## config.mk

```make
export PLATFORM = sky130hd
export DESIGN_NAME = uart_transmitter_gen
export DESIGN_NICKNAME = d
export VERILOG_FILES = /design/src/rtl/uart_transmitter_gen.sv
export SDC_FILE = /design/constraint.sdc
export NUM_CORES = 1
export LEC_CHECK = 0
export CAP_MARGIN = 20
export CORE_ASPECT_RATIO = 1.5
export CORE_UTILIZATION = 30
export CTS_CLUSTER_DIAMETER = 120
export DETAILED_ROUTE_END_ITERATION = 8
export PLACE_DENSITY = 0.48
export SYNTH_ARGS = -nofsm -noshare
export SYNTH_HDL_FRONTEND = slang
export SYNTH_SLANG_ARGS = --single-unit
```

## constraint.sdc

```tcl
create_clock -name clk -period 4.6 [get_ports clk]
set_input_delay 0.46 -clock clk [delete_from_list [all_inputs] [get_ports clk]]
set_output_delay 0.46 -clock clk [all_outputs]
set_load 0.02 [all_outputs]
```

## src/rtl/uart_transmitter_gen.sv

```systemverilog
// Parametrised UART transmitter: DATA_W data bits, optional even/odd parity,
// 1/1.5/2 stop bits, request/acknowledge handshake, per-frame configuration latch.
module uart_transmitter_gen #(
    parameter int DATA_W = 8,
    parameter int COMP_W = 16
) (
    input  logic              clk,
    input  logic              resetn,
    input  logic              tr_en,
    input  logic              tx_req,
    input  logic [DATA_W-1:0] tx_data,
    input  logic [COMP_W-1:0] comp,
    input  logic [1:0]        stop_sel,
    input  logic [1:0]        par_sel,
    output logic              tx_req_ack,
    output logic              busy,
    output logic              uart_tx
);

    localparam int BIT_W = $clog2(DATA_W + 1);
    localparam logic [COMP_W:0] CNT_ONE = 1;
    localparam logic [BIT_W-1:0] BIT_ONE = 1;
    localparam logic [BIT_W-1:0] LAST_BIT = BIT_W'(DATA_W - 1);

    typedef enum logic [2:0] {
        S_IDLE,
        S_START,
        S_DATA,
        S_PARITY,
        S_STOP,
        S_WAIT
    } state_t;

    state_t            state, state_n;
    logic [DATA_W-1:0] data_q;
    logic [COMP_W-1:0] comp_q;
    logic [1:0]        stop_q;
    logic [1:0]        par_q;
    logic [COMP_W:0]   cnt, cnt_n;
    logic [BIT_W-1:0]  bit_cnt, bit_cnt_n;
    logic              load;
    logic              tx_n;
    logic              ack_n;
    logic              data_bit;

    logic [COMP_W:0] comp_ext;
    logic [COMP_W:0] half_period;
    logic [COMP_W:0] stop_last;
    logic            bit_done;
    logic            parity_on;
    logic            parity_bit;

    assign comp_ext    = {1'b0, comp_q};
    assign half_period = (comp_ext + CNT_ONE) >> 1;
    assign bit_done    = (cnt == comp_ext);
    assign parity_on   = (par_q == 2'b01) || (par_q == 2'b10);
    assign parity_bit  = (par_q == 2'b10) ? ~^data_q : ^data_q;

    // Terminal count of the stop phase; the extra counter bit covers 2*(comp+1)-1.
    always_comb begin
        case (stop_q)
            2'b00:   stop_last = comp_ext;
            2'b01:   stop_last = comp_ext + half_period;
            default: stop_last = {comp_q, 1'b1};
        endcase
    end

    always_comb begin
        // NOTE: every variable gets a default first so no path leaves it unassigned (no latch).
        state_n   = state;
        cnt_n     = cnt + CNT_ONE;
        bit_cnt_n = bit_cnt;
        load      = 1'b0;
        case (state)
            S_IDLE: begin
                cnt_n     = '0;
                bit_cnt_n = '0;
                if (tr_en && tx_req) begin
                    state_n = S_START;
                    load    = 1'b1;
                end
            end
            S_START: begin
                if (bit_done) begin
                    state_n = S_DATA;
                    cnt_n   = '0;
                end
            end
            S_DATA: begin
                if (bit_done) begin
                    cnt_n = '0;
                    if (bit_cnt == LAST_BIT) begin
                        bit_cnt_n = '0;
                        state_n   = parity_on ? S_PARITY : S_STOP;
                    end else begin
                        bit_cnt_n = bit_cnt + BIT_ONE;
                    end
                end
            end
            S_PARITY: begin
                if (bit_done) begin
                    state_n = S_STOP;
                    cnt_n   = '0;
                end
            end
            S_STOP: begin
                if (cnt == stop_last) begin
                    state_n = S_WAIT;
                    cnt_n   = '0;
                end
            end
            default: begin
                state_n = S_IDLE;
                cnt_n   = '0;
            end
        endcase
        // Dropping the enable mid-frame abandons the frame without an acknowledge.
        if (state != S_IDLE && !tr_en) begin
            state_n   = S_IDLE;
            cnt_n     = '0;
            bit_cnt_n = '0;
        end
    end

    // Outputs are decoded from the next state so they can be registered.
    always_comb begin
        data_bit = 1'b0;
        for (int i = 0; i < DATA_W; i++) begin
            if (bit_cnt_n == BIT_W'(i)) data_bit = data_q[i];
        end
        case (state_n)
            S_START:  tx_n = 1'b0;
            S_DATA:   tx_n = data_bit;
            S_PARITY: tx_n = parity_bit;
            default:  tx_n = 1'b1;
        endcase
        ack_n = (state_n == S_WAIT);
    end

    // NOTE: sequential state uses non-blocking assignments only.
    always_ff @(posedge clk or negedge resetn) begin
        if (!resetn) begin
            state      <= S_IDLE;
            cnt        <= '0;
            bit_cnt    <= '0;
            data_q     <= '0;
            comp_q     <= '0;
            stop_q     <= '0;
            par_q      <= '0;
            uart_tx    <= 1'b1;
            tx_req_ack <= 1'b0;
        end else begin
            state      <= state_n;
            cnt        <= cnt_n;
            bit_cnt    <= bit_cnt_n;
            uart_tx    <= tx_n;
            tx_req_ack <= ack_n;
            if (load) begin
                data_q <= tx_data;
                comp_q <= comp;
                stop_q <= stop_sel;
                par_q  <= par_sel;
            end
        end
    end

    assign busy = (state != S_IDLE);

endmodule

```

# ---- After elaboration in Yosys (flattened, before gate mapping)
# Cells that the tools add are included.
dict set report word_totals {
  mem_bits_rw 0
  in_bits 32
  romBits 0
  out_inout_bits 3
  memories 0
  regBits 54
  latch_bits 0
  word_cells 75
}
dict set report classes {
  magnitude_cmp 0
  n_shift 0
  div_mod_pow 0
  add_sub_neg 4
  muxes 30
  n_mul 0
  n_eq_ne 21
  reduce_logical 11
  bitwise_logic 0
}
# cell count
set ops {}
lappend ops {{17-bit case mux with 2 select lines} 2}
lappend ops {{17-bit 2-to-1 mux} 3}
lappend ops {{3-bit 2-to-1 mux} 8}
lappend ops {{4-bit by 3-bit equality test with 1-bit output, second input constant} 5}
lappend ops {{16-bit by 1-bit adder with 17-bit output, second input constant} 1}
lappend ops {{16-bit by 16-bit adder with 17-bit output} 1}
lappend ops {{17-bit by 1-bit adder with 17-bit output, second input constant} 1}
lappend ops {{17-bit by 16-bit equality test with 1-bit output} 1}
lappend ops {{17-bit equality test} 1}
lappend ops {{3-bit case mux with 5 select lines} 1}
lappend ops {{3-bit by 2-bit equality test with 1-bit output, second input constant} 4}
lappend ops {{4-bit 2-to-1 mux} 3}
lappend ops {{1-bit 2-to-1 mux} 11}
lappend ops {{4-bit by 2-bit equality test with 1-bit output, second input constant} 2}
lappend ops {{4-bit case mux with 2 select lines} 1}
lappend ops {{8-bit XNOR reduction} 1}
lappend ops {{8-bit parity} 1}
lappend ops {{3-bit by 1-bit equality test with 1-bit output, second input constant} 2}
lappend ops {{3-bit equality test, second input constant} 2}
lappend ops {{4-bit by 1-bit adder with 4-bit output, second input constant} 1}
lappend ops {{2-bit by 1-bit equality test with 1-bit output, second input constant} 2}
lappend ops {{4-bit by 1-bit equality test with 1-bit output, second input constant} 1}
lappend ops {{4-bit logical NOT} 1}
lappend ops {{3-bit logical NOT} 1}
lappend ops {{other kinds (8)} 9}

# ---- Longest topological paths before layout
dict set report depth {
  depth_word 15
  mapped_depth 21
  mapped_depth_nobuf 17
}

# ---- Worst setup path after synthesis
# No wires, ideal clock.
dict set report synth_path {
  path_type {reg-to-reg}
  start {reg comp_q[3]}
  end {reg cnt[10]}
  t_required_ps 4450
  setup_time_ps 150
  arrival_time_ps 3871
  synth_period_minus_slack_ps 4022
  setup_slack_ps 578
  path_buffers 2
  path_stages_with_launch 19
  cell_sequence {dfrtp_1 > clkbuf_1 > and3_1 > and3_1 > nand2_1 > nor2_1 > and4_1 > nand4_1 > xnor2_1 > ha_1 > a21oi_1 > nand2_1 > or4_1 > o2bb2ai_1 > xnor2_1 > or3_4 > nor4_4 > buf_6 > a211oi_2}
}
dict set report synth_between {
  elab_chain_len 7
  elab_cells_between_ends 9
  cone_classes {add/sub (2); eq/ne (2); mux (5)}
}
# item line_no
set synth_lines {}
lappend synth_lines {{start, declared} 36} ;# logic [COMP_W-1:0] comp_q;
lappend synth_lines {{start signal, assigned} 160} ;# comp_q <= comp;
lappend synth_lines {{16-bit by 1-bit adder with 17-bit output} 54} ;# assign half_period = (comp_ext + CNT_ONE) >> 1;
lappend synth_lines {{16-bit by 16-bit adder with 17-bit output} 63} ;# 2'b01: stop_last = comp_ext + half_period;
lappend synth_lines {{17-bit case mux with 2 select lines} 61} ;# case (stop_q)
lappend synth_lines {{17-bit equality test} 107} ;# if (cnt == stop_last) begin
lappend synth_lines {{17-bit 2-to-1 mux} 107}
lappend synth_lines {{17-bit case mux with 2 select lines *} 74} ;# case (state)
lappend synth_lines {{17-bit 2-to-1 mux *} 118} ;# if (state != S_IDLE && !tr_en) begin
lappend synth_lines {{net cnt_n[10]} 39} ;# logic [COMP_W:0] cnt, cnt_n;
lappend synth_lines {{end signal, assigned} 154} ;# cnt <= cnt_n;
lappend synth_lines {{end, declared} 39}
# Mark *: on every way through the listed nets, which the timed path passes. The rest lies on a longest branch.
# A chain may end at the register's enable or synchronous reset.

# ---- Worst setup path in the final report
dict set report layout_path {
  start {reg comp_q[1]}
  end {reg cnt[3]}
}
# The elaborated chain is that of the path after synthesis.

==> flow_summary_export.csv <==
group,metric,value,unit
logic_synthesis,async_reset_ff_share,100,%
grt,grt.overflow.total,0,
cts,insertion_delay,310,ps
logic_synthesis,yosysSeqAreaShare,26.9,%
power,power_density,387,nW/um^2
die,initial_core_util,30.8,%
die,die_h,161,um
detailed_routing,routed_wl,14.8,mm
status,status,"complete, no violations",
timing,slew_viol_final,0,
die,io_pins,35,
worst_setup_path,arrival,4450,ps
power,ir_worst_vdd,0.153,mV
detailed_routing,drc,0,
logic_synthesis,netlist-cell-type-count,80,
timing,holdWs,298,ps
logic_synthesis,ys_ff_latch,54,
grt,grtUsageTotal,17.7,%
finish,fin_cells,797,
timing,tns,0,ps
grt,first_global_vias,4395,
timing,setup_viol,0,
worst_setup_path,critPathKind,"flop to flop",
worst_setup_path,worstRegToRegCells,15,
worst_setup_path,critPathCaptureType,"flop",
timing,clock_skew,12.0,ps
placement,dp_slack,397,ps
cts,clk_path_buf_depth,2,
finish,final_util,34.7,%
job,maxCapViolCount,0,
timing,max_slew_margin,38.3,%
timing,setup_ws,322,ps
hold_path,worstHoldPathType,"input pin to asynchronous set/reset pin",
worst_setup_path,crit_chain,"ha_1 -> nand3_1 -> nor2_1 -> nand4_1 -> xnor2_1 -> ha_1 -> a21o_1 -> o21bai_1 -> or4_1 -> o2bb2ai_1 -> xnor2_1 -> or3_4 -> nor4_4 -> buf_4 -> a211oi_1",
logic_synthesis,syn-instance-count,581,
logic_synthesis,avgSynthCellArea,8.66,um^2
worst_setup_path,r2r-start,"comp_q[1]",
power,p_leak,2.13,nW
timing,period_minus_slack,4280,ps
finish,nets,646,
logic_synthesis,syn-num-nets,637,
timing,clock.fmax,234,MHz
detailed_routing,vias,4414,
worst_setup_path,reg2reg_to,"cnt[3]",
die,rows,57,
placement,gp_congestion,0.833,
worst_setup_path,cpMaxStageDelayCell,"dfrtp_1",
placement,io_buffer_count,34,
power,power,2.19,mW
worst_setup_path,crit_fanout,9,
worst_setup_path,r2r_slack,320,ps
die,die_area,17300,um^2
placement,dpl.hpwl,11.3,mm
logic_synthesis,yosys_warnings,0,
cts,cts_made_buffers,5,
worst_setup_path,critPathMaxStageDelay,530,ps
detailed_routing,firstDrtPassIters,5,
detailed_routing,routed_via_density,5.54,
logic_synthesis,synth_ff_type,"dfrtp_1",
cts,tritoncts,"built",
die,design.core.area,16300,um^2
finish,design_area,5670,um^2
detailed_routing,drt-initial-drc-count,311,
finish,mostFrequentLayoutCell,"dfrtp_1",
cts,cts.sinks,54,
cts,ctsHoldBuffers,0,
timing,fin_crit_sh,93.0,%
placement,placed_cell_area,5520,um^2
worst_setup_path,crit_path_start_kind,"flop",
placement,dpl.cell_count,789,
cts,cts-root-buf,"clkbuf_16",
grt,grt_pass1_wl,23.6,mm
grt,antenna_found_initial,0,
cts,ctsHtreeMaxLevel,2,
worst_setup_path,cp-startpoint,"comp_q[1]",
finish,diodes,0,
timing,finalHoldViolCount,0,
grt,grt_max_degree,55,
worst_setup_path,required,4770,ps
finish,final_cell_mix,"dfrtp_1, nand2_1, xnor2_1",
cts,clkTransAtPathRegs,80,ps
finish,syn2layout_area_growth,12.7,%
logic_synthesis,netlist_area,5030,um^2
logic_synthesis,synth-edff-count,0,
finish,drive_gt1_share,13.2,%
detailed_routing,wire_per_inst,18.5,um
timing,rsz0062_at_grt,"no",
detailed_routing,ant_nets,0,
timing,tightest_slew,922,ps
die,die_w,108,um
## synthesized netlist by cell type, types with 7 or more instances
cell      count  area [um^2]
a22oi_1      12         90.1
buf_2        15         75.1
nor2_1       34          128
nand3_1      24          120
mux2i_1       8         80.1
xnor2_1      44          385
inv_1        20         75.1
a21oi_1      24          120
ha_1         23          288
and3_1        7         43.8
xor2_1       20          175
nor3_1       16         80.1
a211oi_1     16          120
mux2_2       22          248
nand4_1      13         81.3
clkbuf_1     24         90.1
o21ai_0      24          120
a211oi_2     12          150
nand2b_1      7         43.8
dfrtp_1      53         1330
nand2_1      52          195
## routing by layer
metal  vias up  wire length, um  track usage (%)
li1       2126                -                -
met1      2162             5850             19.7
met2        99             8110             33.8
met3        27              356             1.66
met4         0              440             6.41
met5         -                0                0
## power by group
part           total [mW]  switching [mW]  internal, mW
Combinational        1.18           0.674         0.506
Clock               0.408           0.201         0.206
Sequential          0.605          0.0825         0.522
Total                2.19           0.958          1.23
## cell type report
type                            instances  area, um^2
Fill cell                            1711       10700
Multi-Input combinational cell        459        3380
Sequential cell                        54        1350
Timing Repair Buffer                   50         455
Tap cell                              206         258
Clock buffer                            6         129
Inverter                               20        75.1
Clock inverter                          2        17.5
## state kept, by name, indices dropped and copies added (netlist names)
signal and count:
uart_tx 1, tx_req_ack 1, bit_cnt 4, data_q 8, comp_q 16, stop_q 2
cnt 17, state 3, par_q 2
## cells by family after synthesis
group / Yosys count / share of synthesized area, %
xor gates and xnor gates: 65 / 11.5
AOI/OAI and AO/OA: 150 / 22.8
buffers and inverters: 68 / 6.14
adders and majority gates: 24 / 6.12
DFF: 54 / 26.9
and+or+nand+nor: 189 / 19.5
muxes: 31 / 7.04
## worst max-delay path: cells and delay by family, from the launching register on
family	cells	cell delay, ps
AOI/OAI and AO/OA	4	730
buffers and inverters	1	230
xor gates and xnor gates	2	310
and+or+nand+nor	6	1660
adders and majority gates	2	680
DFF	1	530
## repair_timing
item	CTS	global route
gates resized for setup	0	1
setup buffers	0	0
setup endpoints to repair	0	3
## how the worst max path moves through the flow
| stage | depth (start not counted) | to | slack [ps] |
|---|---|---|---|
| 4_1_cts | 15 | cnt[3] | 350 |
| 3_5_place_dp | 15 | cnt[13] | 400 |
| 5_1_grt | 15 | cnt[0] | 60 |
| 3_3_place_gp | 15 | state[0] | 510 |
| 2_1_floorplan | 18 | cnt[10] | 580 |
| 6_report | 15 | cnt[3] | 320 |
(Power assumes the default switching activity.)
